### src/rtl/pipeio_uart_tx.sv
// MEM-stage memory-mapped 8N1 UART transmitter with a small TX FIFO.
// Define UART_TX_PARITY_EN to add an even-parity bit to every frame.
module pipeio_uart_tx #(
  parameter logic [31:0] BASE_ADDR  = 32'h0000_00C0,
  parameter int          CLK_DIV    = 434,
  parameter int          FIFO_DEPTH = 8
) (
  input  logic        clock,
  input  logic        resetn,
  input  logic [31:0] io_addr,
  input  logic [31:0] io_wdata,
  input  logic        io_we,
  output logic [31:0] io_rdata,
  output logic        txd,
  output logic        tx_irq
);

  localparam int AW = $clog2(FIFO_DEPTH);
  localparam int CW = AW + 1;
  localparam int TW = $clog2(CLK_DIV);
  localparam logic [TW-1:0] TMAX = TW'(CLK_DIV - 1);
  localparam logic [CW-1:0] CFULL = CW'(FIFO_DEPTH);

  typedef enum logic [2:0] {
    S_IDLE,
    S_START,
    S_DATA,
    S_PAR,
    S_STOP
  } state_t;

  state_t        state, state_n;
  logic [TW-1:0] timer, timer_n;
  logic [2:0]    bit_idx, bit_n;
  logic [7:0]    shift, shift_n;
  logic          txd_q, txd_n;
  logic          irq_q;
  logic          ovf;

  logic [7:0]    mem [FIFO_DEPTH];
  logic [AW-1:0] wr_ptr, rd_ptr;
  logic [CW-1:0] count, count_n;
  logic [7:0]    head;

  logic hit, sel_tx, sel_st;
  logic push, pop, accept;
  logic full, empty, tick;
  logic ovf_set, ovf_clr;
  logic [4:0]  cnt5;
  logic [31:0] status;
  logic        par_flag;
  logic        unused;

`ifdef UART_TX_PARITY_EN
  logic par_q, par_n;
  assign par_flag = 1'b1;
`else
  assign par_flag = 1'b0;
`endif

  assign unused = ^{io_addr[1:0], io_wdata[31:8]};

  assign hit    = io_addr[31:3] == BASE_ADDR[31:3];
  assign sel_tx = hit & ~io_addr[2];
  assign sel_st = hit & io_addr[2];

  assign full  = count == CFULL;
  assign empty = count == '0;
  assign head  = mem[rd_ptr];
  assign tick  = timer == TMAX;

  // A full FIFO still takes a byte when the head leaves on the same edge.
  assign push    = sel_tx & io_we;
  assign accept  = push & (~full | pop);
  assign ovf_set = push & full & ~pop;
  assign ovf_clr = sel_st & io_we & io_wdata[3];

  always_comb begin
    count_n = count;
    unique case ({accept, pop})
      2'b10:   count_n = count + CW'(1);
      2'b01:   count_n = count - CW'(1);
      default: count_n = count;
    endcase
  end

  always_comb begin
    state_n = state;
    timer_n = timer + TW'(1);
    bit_n   = bit_idx;
    shift_n = shift;
    txd_n   = txd_q;
    pop     = 1'b0;
`ifdef UART_TX_PARITY_EN
    par_n   = par_q;
`endif
    unique case (state)
      S_IDLE: begin
        timer_n = '0;
        if (!empty) begin
          pop     = 1'b1;
          shift_n = head;
          txd_n   = 1'b0;
          state_n = S_START;
`ifdef UART_TX_PARITY_EN
          par_n   = ^head;
`endif
        end
      end
      S_START: begin
        if (tick) begin
          timer_n = '0;
          txd_n   = shift[0];
          bit_n   = '0;
          state_n = S_DATA;
        end
      end
      S_DATA: begin
        if (tick) begin
          timer_n = '0;
          if (bit_idx == 3'd7) begin
`ifdef UART_TX_PARITY_EN
            txd_n   = par_q;
            state_n = S_PAR;
`else
            txd_n   = 1'b1;
            state_n = S_STOP;
`endif
          end else begin
            shift_n = {1'b0, shift[7:1]};
            txd_n   = shift[1];
            bit_n   = bit_idx + 3'd1;
          end
        end
      end
`ifdef UART_TX_PARITY_EN
      S_PAR: begin
        if (tick) begin
          timer_n = '0;
          txd_n   = 1'b1;
          state_n = S_STOP;
        end
      end
`endif
      S_STOP: begin
        if (tick) begin
          timer_n = '0;
          // Chain straight into the next start bit when data is waiting.
          if (!empty) begin
            pop     = 1'b1;
            shift_n = head;
            txd_n   = 1'b0;
            state_n = S_START;
`ifdef UART_TX_PARITY_EN
            par_n   = ^head;
`endif
          end else begin
            txd_n   = 1'b1;
            state_n = S_IDLE;
          end
        end
      end
      default: begin
        timer_n = '0;
        txd_n   = 1'b1;
        state_n = S_IDLE;
      end
    endcase
  end

  always_ff @(posedge clock or negedge resetn) begin
    if (!resetn) begin
      state   <= S_IDLE;
      timer   <= '0;
      bit_idx <= '0;
      shift   <= '0;
      txd_q   <= 1'b1;
      irq_q   <= 1'b1;
      wr_ptr  <= '0;
      rd_ptr  <= '0;
      count   <= '0;
      ovf     <= 1'b0;
`ifdef UART_TX_PARITY_EN
      par_q   <= 1'b0;
`endif
    end else begin
      state   <= state_n;
      timer   <= timer_n;
      bit_idx <= bit_n;
      shift   <= shift_n;
      txd_q   <= txd_n;
      irq_q   <= (count_n == '0) &&
                 (state_n == S_IDLE);
      count   <= count_n;
      if (accept) wr_ptr <= wr_ptr + AW'(1);
      if (pop)    rd_ptr <= rd_ptr + AW'(1);
      if (ovf_set)      ovf <= 1'b1;
      else if (ovf_clr) ovf <= 1'b0;
`ifdef UART_TX_PARITY_EN
      par_q   <= par_n;
`endif
    end
  end

  always_ff @(posedge clock) begin
    if (accept) mem[wr_ptr] <= io_wdata[7:0];
  end

  assign cnt5   = 5'(count);
  assign status = {22'd0, par_flag, cnt5, ovf,
                   state != S_IDLE, empty, full};

  always_comb begin
    io_rdata = '0;
    unique case (1'b1)
      sel_st:  io_rdata = status;
      default: io_rdata = '0;
    endcase
  end

  assign txd    = txd_q;
  assign tx_irq = irq_q;

endmodule
### config.mk
export PLATFORM = sky130hd
export DESIGN_NAME = pipeio_uart_tx
export DESIGN_NICKNAME = d
export VERILOG_FILES = /design/src/rtl/pipeio_uart_tx.sv
export SDC_FILE = /design/constraint.sdc
export NUM_CORES = 1
export LEC_CHECK = 0
export BUFFER_PORTS_ARGS = -buffer_cell sky130_fd_sc_hd__buf_2
export CAP_MARGIN = 20
export CORE_MARGIN = 3
export CORE_UTILIZATION = 51
export CTS_CLUSTER_DIAMETER = 30
export DETAILED_ROUTE_END_ITERATION = 8
export GPL_TIMING_DRIVEN = 0
export PLACE_DENSITY = 0.75
export SLEW_MARGIN = 20
export SYNTH_ARGS = -nofsm -noshare
export SYNTH_HDL_FRONTEND = slang
export SYNTH_SLANG_ARGS = --single-unit
### constraint.sdc
create_clock -name clock -period 3.8 [get_ports clock]
set_input_delay 0.76 -clock clock [delete_from_list [all_inputs] [get_ports clock]]
set_output_delay 0.76 -clock clock [all_outputs]
set_load 0.05 [all_outputs]
# == After elaboration in Yosys (flattened, before gate mapping) ==
# Memory sizes are Yosys's and may differ from the RTL's.
# Index checks and enable logic that the tools add are counted.
# totals
ff_bits,36
latchBits,0
ramBits,64
rom_bits,0
input_bits,67
output_inout_bits,34
elab_cells,90
memories,1
# memory_table
name,words,width,read_ports,rd_clocked_by_memory_dff,wr,line,source
mem,8,8,1,0,1,40,logic [7:0] mem [FIFO_DEPTH];
# op_classes
n_addsub,6
mul,0
n_div,0
order_cmp,0
n_eq_ne,14
n_shift,0
muxes,34
bitwise,12
reduce_logical,13
# ops
cell,n
2-to-1 mux 8 bit,5
"equality test 29 x 5 -> 1 bit, second input constant",1
2-to-1 mux 3 bit,8
one-hot mux 8 bit (3 select lines),1
2-to-1 mux 9 bit,2
2-to-1 mux 1 bit,13
one-hot mux 3 bit (4 select lines),1
AND reduction 4 bit,3
"inequality test 2 bit, second input constant",5
"adder 3 x 1 -> 3 bit, second input constant",3
"adder 9 x 1 -> 9 bit, second input constant",1
"equality test 9 bit, second input constant",1
AND 1 bit,8
logical NOT 4 bit,2
one-hot mux 4 bit (2 select lines),1
"equality test 3 bit, second input constant",2
logical NOT 3 bit,2
one-hot mux 3 bit (2 select lines),1
nonzero test 3 bit,2
"adder 4 x 1 -> 4 bit, second input constant",1
"equality test 4 bit, second input constant",1
one-hot mux 1 bit (4 select lines),1
nonzero test 2 bit,2
"subtractor 4 x 1 -> 4 bit, second input constant",1
other kinds (9),11

# == Longest topological paths before layout ==
# Gate-level depths: netlist of the first run.
# logic_depth
ltp_word,10
ltp_mapped,15
mapped_depth_nobuf,14

# == Worst setup path after synthesis of the first run ==
# Ideal clock, no wire load.
# synth_timing
path_kind,input-to-reg
startpoint,input io_addr[3]
endpoint,register irq_q (netlist: tx_irq)
setup_ps,82
arrival_time_ps,3355
required_time_ps,3718
setup_slack_ps,363
path_stages,11
n_path_buf,1
cell_sequence,nor4b_1 -> nand4_1 -> nor2_1 -> nand3b_4 -> buf_6 -> ha_1 -> xor2_1 -> ha_1 -> mux2_2 -> or4_1 -> nor3_1
# synth_via
elab_chain_cells,8
word_cells_on_any_way,9
cone_classes,eq/ne (3); mux (1); bitwise (3); reduce/logical (2)
# synth_rtl
element,line,source
from (decl),10,"input logic [31:0] io_addr,"
equality test 29 x 5 -> 1 bit *,63,assign hit = io_addr[31:3] == BASE_ADDR[31:3];
AND 1 bit *,64,assign sel_tx = hit & ~io_addr[2];
AND 1 bit *,73,assign push = sel_tx & io_we;
AND 1 bit *,74,assign accept = push & (~full | pop);
equality test 2 x 1 -> 1 bit / equality test 2 bit (equally long branches),80,"unique case ({accept, pop})"
one-hot mux 4 bit (2 select lines) *,80,
net count_n[1],42,"logic [CW-1:0] count, count_n;"
logical NOT 4 bit *,192,irq_q <= (count_n == '0) &&
logical AND 1 bit *,192,
to (signal assigned),192,
to (decl),37,logic irq_q;
# The timed path passes the listed nets; every way through them passes the cells marked *.
# A chain may end at the register's enable or synchronous reset.

# == Final worst setup path of the first run ==
# layout_timing
startpoint,register timer[3]
endpoint,register irq_q (netlist: tx_irq)
# layout_via
elab_chain_cells,9
word_cells_on_any_way,15
cone_classes,eq/ne (3); mux (7); bitwise (2); reduce/logical (3)
# layout_rtl
element,line,source
from (decl),33,"logic [TW-1:0] timer, timer_n;"
from (signal assigned),188,timer <= timer_n;
equality test 9 bit *,70,assign tick = timer == TMAX;
2-to-1 mux 1 bit *,146,if (tick) begin
one-hot mux 1 bit (2 select lines) *,97,unique case (state)
net pop,46,"logic push, pop, accept;"
OR 1 bit,74,
AND 1 bit,74,
equality test 2 x 1 -> 1 bit / equality test 2 bit (equally long branches),80,
one-hot mux 4 bit (2 select lines) *,80,
net count_n[1],42,
logical NOT 4 bit *,192,
logical AND 1 bit *,192,
# Marked as above.

==> results of run 1 <==
## cell type report
type	instances	area share, %
Buffer	36	4.73
Clock buffer	9	2.29
Clock inverter	7	1.25
Inverter	4	0.277
Multi-Input combinational cell	225	32.0
Sequential cell	100	52.1
Tap cell	108	2.49
Timing Repair Buffer	52	4.85
## synth_stat cells (all sizes together) (2+ instances only)
library cell  count
a21oi             9
a22o              2
and2              2
and3              7
buf              31
clkbuf            5
dfrtp            34
dfstp             2
edfxtp           64
ha                9
inv               4
mux2              2
mux2i             8
mux4             16
nand2            30
nand2b            3
nand3             5
nand3b            2
nand4             4
nor2             25
nor2b             2
nor3              6
nor3b             2
nor4              7
nor4b             6
o21ai            20
o32ai             2
or2               3
xnor2            10
xor2              6
## sequential cells by signal (all words and copies together), names as in the netlist
signal   count
txd          1
mem         64
wr_ptr       3
timer        9
state        3
tx_irq       1
ovf          1
bit_idx      3
count        4
shift        8
rd_ptr       3
## cells by family after synthesis
group           Yosys count  synth area share [%]
fa+ha+maj                 9                  2.39
other cells               1                0.0794
xor+xnor                 16                  2.97
compound gates           40                  5.62
simple gates            110                  13.5
buf+inv                  40                  5.75
mux                      26                  9.81
flops                   100                  59.8
## per-layer routing
layer	part of all wire, %	vias to the layer above	track usage, %	wire (um)
met2	51	62	31.9	4580
met5	0	-	0	0
li1	-	1397	-	-
met3	3.0	9	3.75	269
met4	1.1	0	4.84	96
met1	45	1443	24.0	4000
## power by group
part           internal, uW  leakage (uW)  switching, uW
combinational          50.0       0.00105           93.9
clock                   254     0.0000941            393
sequential             1190       0.00107           18.5
## worst max-delay path by stage
stage / startpoint / to / slack, ns / depth (start not counted)
after CTS: timer[3]$_DFF_PN0_ / tx_irq$_DFF_PN1_ / 0.19 / 10
final: timer[3]$_DFF_PN0_ / tx_irq$_DFF_PN1_ / 0.21 / 10
after global routing: timer[3]$_DFF_PN0_ / tx_irq$_DFF_PN1_ / 0.07 / 10
after global placement: io_addr[11] / mem[0][4]$_DFFE_PP_ / -0.33 / 7
after floorplan: io_addr[3] / tx_irq$_DFF_PN1_ / 0.36 / 11
after detailed placement: io_addr[11] / tx_irq$_DFF_PN1_ / -0.13 / 12
## worst register-to-register path, cell delays in order, from the launching register on
cell and delay, ns:
sky130_fd_sc_hd__dfrtp_1 0.43, sky130_fd_sc_hd__or4b_4 0.60, sky130_fd_sc_hd__o21ai_4 0.23, sky130_fd_sc_hd__nand3_1 0.31
sky130_fd_sc_hd__inv_1 0.23, sky130_fd_sc_hd__ha_1 0.28, sky130_fd_sc_hd__xor2_1 0.19, sky130_fd_sc_hd__ha_1 0.25
sky130_fd_sc_hd__mux2_2 0.28, sky130_fd_sc_hd__or4_1 0.51, sky130_fd_sc_hd__nor3_1 0.19
## through the flow
| stage | instance area (um^2) | hold slack [ns] | utilization [%] | TNS [ns] |
|---|---|---|---|---|
| after floorplan | 4810 | 0.445 | - | 0 |
| after global placement | 5190 | 0.455 | 58.7 | -5.24 |
| after detailed placement | 5230 | 0.470 | 59.1 | -0.125 |
| after CTS | 5420 | 0.490 | 61.2 | 0 |
| after global routing | 5420 | 0.517 | 61.2 | 0 |
| final | 5420 | 0.470 | 61.2 | 0 |
==> impl_summary.log, run 1 <==
[metrics] number of design-rule violations left by the first detailed-router iteration: 181
[metrics] tightest slew margin relative to the limit: 32.3%
[metrics] H-tree Lvls: 3
[metrics] worst setup path class: reg2reg
[metrics] Post-CTS Hold Buffers: 0
[metrics] most frequent cells in the layout: 64 x sky130_fd_sc_hd__edfxtp_1, 55 x sky130_fd_sc_hd__buf_2, 34 x sky130_fd_sc_hd__dfrtp_1
[metrics] average instance area after synthesis: 13.8 um^2
[metrics] overflow left after global routing: 0
[metrics] clock net sink count: 100
[metrics] number of iterations in the first detailed-routing pass: 4
[metrics] RR Endpoint: tx_irq$_DFF_PN1_
[metrics] Die Outline Area: 0.0104 mm^2
[metrics] minimum setup slack after placement: -0.125 ns
[metrics] Min-Delay Path Class: in2async
[metrics] number of vias after detailed routing: 2,911
[metrics] Resized cells post-CTS: 0
[metrics] status: finished, final reports clean
[metrics] critical path peak fanout: 6
[metrics] Leakage: 0.00221 uW
[metrics] total of flip-flops plus latches after synthesis: 100
[metrics] DIE WIDTH: 102 um
[metrics] Vert. Die Dim: 102 um
[metrics] leading post-synthesis cells by cell area: sky130_fd_sc_hd__edfxtp_1 41%, sky130_fd_sc_hd__dfrtp_1 18%, sky130_fd_sc_hd__mux4_2 7.6%
[metrics] setup clock skew after layout: 0.0190 ns
[metrics] post-detailed-routing wire length: 8.96 mm
[metrics] Synth Warn #: 0
[metrics] average via count per standard cell: 5.38
[metrics] Antenna Nets Post-Route: 0
[metrics] FF-to-FF Start: timer[3]$_DFF_PN0_
[metrics] fraction of registers with async set or reset after synthesis: 36.0%
[metrics] DRC violations left: 0
[metrics] layout cells sized above 1: 31.6%
[metrics] post-CTS setup buffer count: 0
[metrics] areal power density over the cells: 369 mW/mm^2
[metrics] RSZ-0062 raised after global routing: false
[metrics] clock tree root driver cell: sky130_fd_sc_hd__clkbuf_8
[metrics] number of enable-type register cells in the synthesized netlist: 64
[metrics] total buffers and inverters traversed by the critical path: 1
[metrics] Crit path largest cell delay: 0.60 ns
[metrics] sort of element at the start of the critical path: register
[metrics] ratio of final minimum period to clock period: 94.5%
[metrics] worst slew pin tran: 1.01 ns
[metrics] cell at the slowest stage of the critical path: sky130_fd_sc_hd__or4b_4
[metrics] overall track demand over capacity in global routing: 18.5%
[metrics] clock tree from TritonCTS: done
[metrics] primary flip-flop cell chosen by synthesis mapping: sky130_fd_sc_hd__edfxtp_1
[metrics] least setup slack across all paths after layout: 0.207 ns
[metrics] summed instance area of the synthesized netlist: 0.00472 mm^2
[metrics] number of global-route vias before repair: 2,917
[metrics] placed cell count: 525
[metrics] area growth from synthesis to final layout: 14.8%
[metrics] library cell appearing most often on the critical path: sky130_fd_sc_hd__ha_1
[metrics] total CTS buffers: 9
[metrics] starting utilization of the core area: 53.4%
[metrics] pin count of the biggest net entering global routing: 37
[metrics] Worst setup EP type: register
[metrics] Overall Power: 2000 uW
[metrics] Final Hold Violating Endpoints: 0
[metrics] CP delay by family, top: simple AND/OR/NAND/NOR gates
[metrics] core box area: 0.00885 mm^2
[metrics] Achievable Freq: 278 MHz
[metrics] setup violation total in the final timing report: 0
[metrics] first-pass GRT wire length: 14.5 mm
[metrics] sum of net half-perimeters after detailed placement: 6.36 mm
[metrics] number of buffer cells added on primary ports: 50
[metrics] fin. max-slew vios: 0
[metrics] VDD IR max: 0.334 mV
[metrics] n_diodes: 0
[metrics] net count of the finished layout: 504
[metrics] register area: 0.00283 mm^2
[metrics] multi-input logic area: 0.00173 mm^2
[metrics] clk buf depth: 2
[metrics] Crit path required time: 4.07 ns
[metrics] antenna violations before repair: 0
[metrics] share of Yosys cell area claimed by the top area cell type: 40.7%
[metrics] number of standard cells in the layout, taps in and fillers out: 541
[metrics] count of cell types in the netlist: 56
[metrics] final worst path period need: 3.59 ns
[metrics] clk_lat worst skew: 0.37 ns
[metrics] RD Place Congestion: 0.738
[metrics] sequence of cells on the critical path: or4b_4, o21ai_4, nand3_1, inv_1, ha_1, xor2_1, ha_1, mux2_2, or4_1, nor3_1
[metrics] sequential cell area fraction in the yosys report: 59.8%
[metrics] gate count of the mapped netlist: 342
[metrics] WL/cell: 16.6 um
[metrics] cell accounting for the most synthesized area: sky130_fd_sc_hd__edfxtp_1
[metrics] FF-to-FF setup slack: 0.21 ns
[metrics] Clock transition at path regs: 0.11 ns
[metrics] I/O pin total: 101
[metrics] signal arrival time at the worst endpoint: 3.86 ns
[metrics] reported max-cap violation count: 0
[metrics] Fillers: 710
[metrics] Cell Rows: 34
[metrics] most common cell after layout, fill and taps aside: sky130_fd_sc_hd__edfxtp_1
[metrics] Worst Reg2Reg Path Length in Cells: 10
No activity file was read; power rests on OpenSTA's default activity.
==> inputs of run 2 (changes only) <==
--- a/config.mk
+++ b/config.mk
@@ -8,11 +8,10 @@
 export BUFFER_PORTS_ARGS = -buffer_cell sky130_fd_sc_hd__buf_2
 export CAP_MARGIN = 20
 export CORE_MARGIN = 3
-export CORE_UTILIZATION = 51
+export CORE_UTILIZATION = 42
 export CTS_CLUSTER_DIAMETER = 30
 export DETAILED_ROUTE_END_ITERATION = 8
 export GPL_TIMING_DRIVEN = 0
-export PLACE_DENSITY = 0.75
 export SLEW_MARGIN = 20
 export SYNTH_ARGS = -nofsm -noshare
 export SYNTH_HDL_FRONTEND = slang
==> run 2 against run 1 <==
  * Clock-buffer cell count is the same
  * Worst hold slack gained 0.013 ns
  * Critical path type is now in2reg
  * Register-to-register slack gained 0.14 ns
  * Critical path depth grew 2
==> impl_summary.log, run 2 (same netlist as run 1, synthesis figures left out) <==
[metrics] status: finished, final reports clean (unchanged)
[metrics] register area: 0.00283 mm^2 (unchanged)
[metrics] clock tree from TritonCTS: done (unchanged)
[metrics] Resized cells post-CTS: 0 (unchanged)
[metrics] area growth from synthesis to final layout: 18.0% (was 14.8%)
[metrics] DRC violations left: 0 (unchanged)
[metrics] area of placed instances: 0.00528 mm^2 (was 0.00523 mm^2)
[metrics] minimum setup slack after placement: -0.0538 ns (was -0.125 ns)
[metrics] sort of element at the start of the critical path: input port (was register)
[metrics] least setup slack across all paths after layout: 0.316 ns (was 0.207 ns)
[metrics] number of design-rule violations left by the first detailed-router iteration: 114 (was 181)
[metrics] total CTS buffers: 9 (unchanged)
[metrics] overall track demand over capacity in global routing: 15.3% (was 18.5%)
[metrics] starting utilization of the core area: 43.2% (was 53.4%)
[metrics] overflow left after global routing: 0 (unchanged)
[metrics] setup violation total in the final timing report: 0 (unchanged)
[metrics] Leakage: 0.00226 uW (was 0.00221 uW)
[metrics] Largest Register: mem (unchanged)
[metrics] clock tree root driver cell: sky130_fd_sc_hd__clkbuf_16 (was sky130_fd_sc_hd__clkbuf_8)
[metrics] antenna violations before repair: 0 (unchanged)
[metrics] setup clock skew after layout: 0.00691 ns (was 0.0190 ns)
[metrics] WL/cell: 16.1 um (was 16.6 um)
[metrics] clk buf depth: 2 (unchanged)
[metrics] DIE WIDTH: 112 um (was 102 um)
[metrics] number of buffer cells added on primary ports: 50 (unchanged)
[metrics] signal arrival time at the worst endpoint: 3.75 ns (was 3.86 ns)
[metrics] most frequent cells in the layout: 64 x sky130_fd_sc_hd__edfxtp_1, 56 x sky130_fd_sc_hd__buf_2, 34 x sky130_fd_sc_hd__dfrtp_1 (was 64 x sky130_fd_sc_hd__edfxtp_1, 55 x sky130_fd_sc_hd__buf_2, 34 x sky130_fd_sc_hd__dfrtp_1)
[metrics] post-detailed-routing wire length: 9.23 mm (was 8.96 mm)
[metrics] reported max-cap violation count: 0 (unchanged)
[metrics] Fillers: 957 (was 710)
[metrics] Vert. Die Dim: 112 um (was 102 um)
[metrics] Post-CTS Hold Buffers: 0 (unchanged)
[metrics] Min-Delay Path Class: reg2reg (was in2async)
[metrics] ratio of final minimum period to clock period: 91.7% (was 94.5%)
[metrics] final non-filler cell area: 0.00557 mm^2 (was 0.00542 mm^2)
[metrics] tightest slew margin relative to the limit: 39.7% (was 32.3%)
[metrics] VDD IR max: 0.323 mV (was 0.334 mV)
[metrics] final worst path period need: 3.48 ns (was 3.59 ns)
[metrics] Setup TNS: 0 ns (unchanged)
[metrics] n_diodes: 0 (unchanged)
[metrics] layout cells sized above 1: 31.8% (was 31.6%)
[metrics] Cell Rows: 38 (was 34)
[metrics] number of vias after detailed routing: 2,893 (was 2,911)
[metrics] clk_lat worst skew: 0.34 ns (was 0.37 ns)
[metrics] Achievable Freq: 287 MHz (was 278 MHz)
[metrics] Crit path required time: 4.06 ns (was 4.07 ns)
[metrics] Clock transition at path regs: 0.07 ns (was 0.11 ns)
[metrics] largest registers in the final layout: mem (64), timer (9), shift (8) (unchanged)
[metrics] Overall Power: 2250 uW (was 2000 uW)
[metrics] number of global-route vias before repair: 2,897 (was 2,917)
[metrics] RSZ-0062 raised after global routing: false (unchanged)
[metrics] fin. max-slew vios: 0 (unchanged)
[metrics] number of flip-flops under the largest register name: 64 (unchanged)
[metrics] hold path startpoint: shift[6]$_DFFE_PN0P_
[metrics] areal power density over the cells: 403 mW/mm^2 (was 369 mW/mm^2)
[metrics] number of iterations in the first detailed-routing pass: 4 (unchanged)
[metrics] core box area: 0.0109 mm^2 (was 0.00885 mm^2)
[metrics] worst slew pin tran: 0.896 ns (was 1.01 ns)
[metrics] I/O pin total: 101 (unchanged)
[metrics] Worst Setup SP: io_addr[9] (was timer[3]$_DFF_PN0_)
[metrics] clock net sink count: 100 (unchanged)
[metrics] critical path peak fanout: 11 (was 6)
[metrics] pin count of the biggest net entering global routing: 37 (unchanged)
[metrics] multi-input logic area: 0.00174 mm^2 (was 0.00173 mm^2)
[metrics] Die Outline Area: 0.0125 mm^2 (was 0.0104 mm^2)
[metrics] RD Place Congestion: 0.721 (was 0.738)
[metrics] most common cell after layout, fill and taps aside: sky130_fd_sc_hd__edfxtp_1 (unchanged)
[metrics] FF-to-FF Start: timer[3]$_DFF_PN0_ (unchanged)
[metrics] first-pass GRT wire length: 15.1 mm (was 14.5 mm)
[metrics] Antenna Nets Post-Route: 0 (unchanged)
[metrics] net count of the finished layout: 505 (was 504)
[metrics] Final Hold Violating Endpoints: 0 (unchanged)
[metrics] post-CTS setup buffer count: 0 (unchanged)
[metrics] average via count per standard cell: 5.04 (was 5.38)
[metrics] final core utilization: 50.9% (was 61.2%)
[metrics] H-tree Lvls: 3 (unchanged)
[metrics] Worst setup EP type: register (unchanged)
[metrics] worst setup path class: in2reg (was reg2reg)
[metrics] sum of net half-perimeters after detailed placement: 6.41 mm (was 6.36 mm)
[run 2: routing by layer]
layer	GRT usage [%]	share of wire, %	vias to the layer above
li1	-	-	1400
met1	20.9	45	1430
met2	25.1	50	55
met3	4.10	3.9	8
met4	3.37	0.90	0
met5	0	0	-
[run 2: area by class of cell]
cell class,count,area share (%)
plain buffers,36,4.60
clock buffers,9,4.04
clock inverters,7,1.17
inverters,4,0.269
multi-input cells,225,31.3
flip-flops and latches,100,50.7
well taps,140,3.14
repair buffers,53,4.81
[run 2: where the power goes]
group	leakage, uW	internal, uW	switching [uW]	total (uW)
clock network	0.000141	463	432	895
registers	0.00107	1190	18.9	1210
logic	0.00105	49.9	93.1	143
total	0.00226	1700	544	2250
[run 2: metrics by stage]
stage,instances,hold WS [ns]
6_report,574,0.483
5_1_grt,574,0.512
2_1_floorplan,365,0.445
3_5_place_dp,558,0.465
3_3_place_gp,555,0.457
4_1_cts,574,0.481
[run 2: worst max-delay path: stages]
cell and delay, ns:
sky130_fd_sc_hd__buf_2 0.10, sky130_fd_sc_hd__nor4b_1 0.30, sky130_fd_sc_hd__nand4_1 0.15, sky130_fd_sc_hd__nor2_1 0.48
sky130_fd_sc_hd__nand3b_4 0.13, sky130_fd_sc_hd__buf_6 0.19, sky130_fd_sc_hd__ha_1 0.27, sky130_fd_sc_hd__xor2_1 0.16
sky130_fd_sc_hd__ha_1 0.27, sky130_fd_sc_hd__mux2_2 0.28, sky130_fd_sc_hd__or4_1 0.51, sky130_fd_sc_hd__nor3_1 0.15
[run 2: final timing paths]
kind                                   endpoint  slack [ns]  cells after the start
max                            tx_irq$_DFF_PN1_        0.32                     12
min                        shift[6]$_DFFE_PN0P_        0.48                      2
max reg2reg                    tx_irq$_DFF_PN1_        0.35                     10
min reg2reg                shift[6]$_DFFE_PN0P_        0.48                      2
max in group asynchronous  shift[5]$_DFFE_PN0P_        2.77                      1
min in group asynchronous    count[2]$_DFF_PN0_        0.51                      1
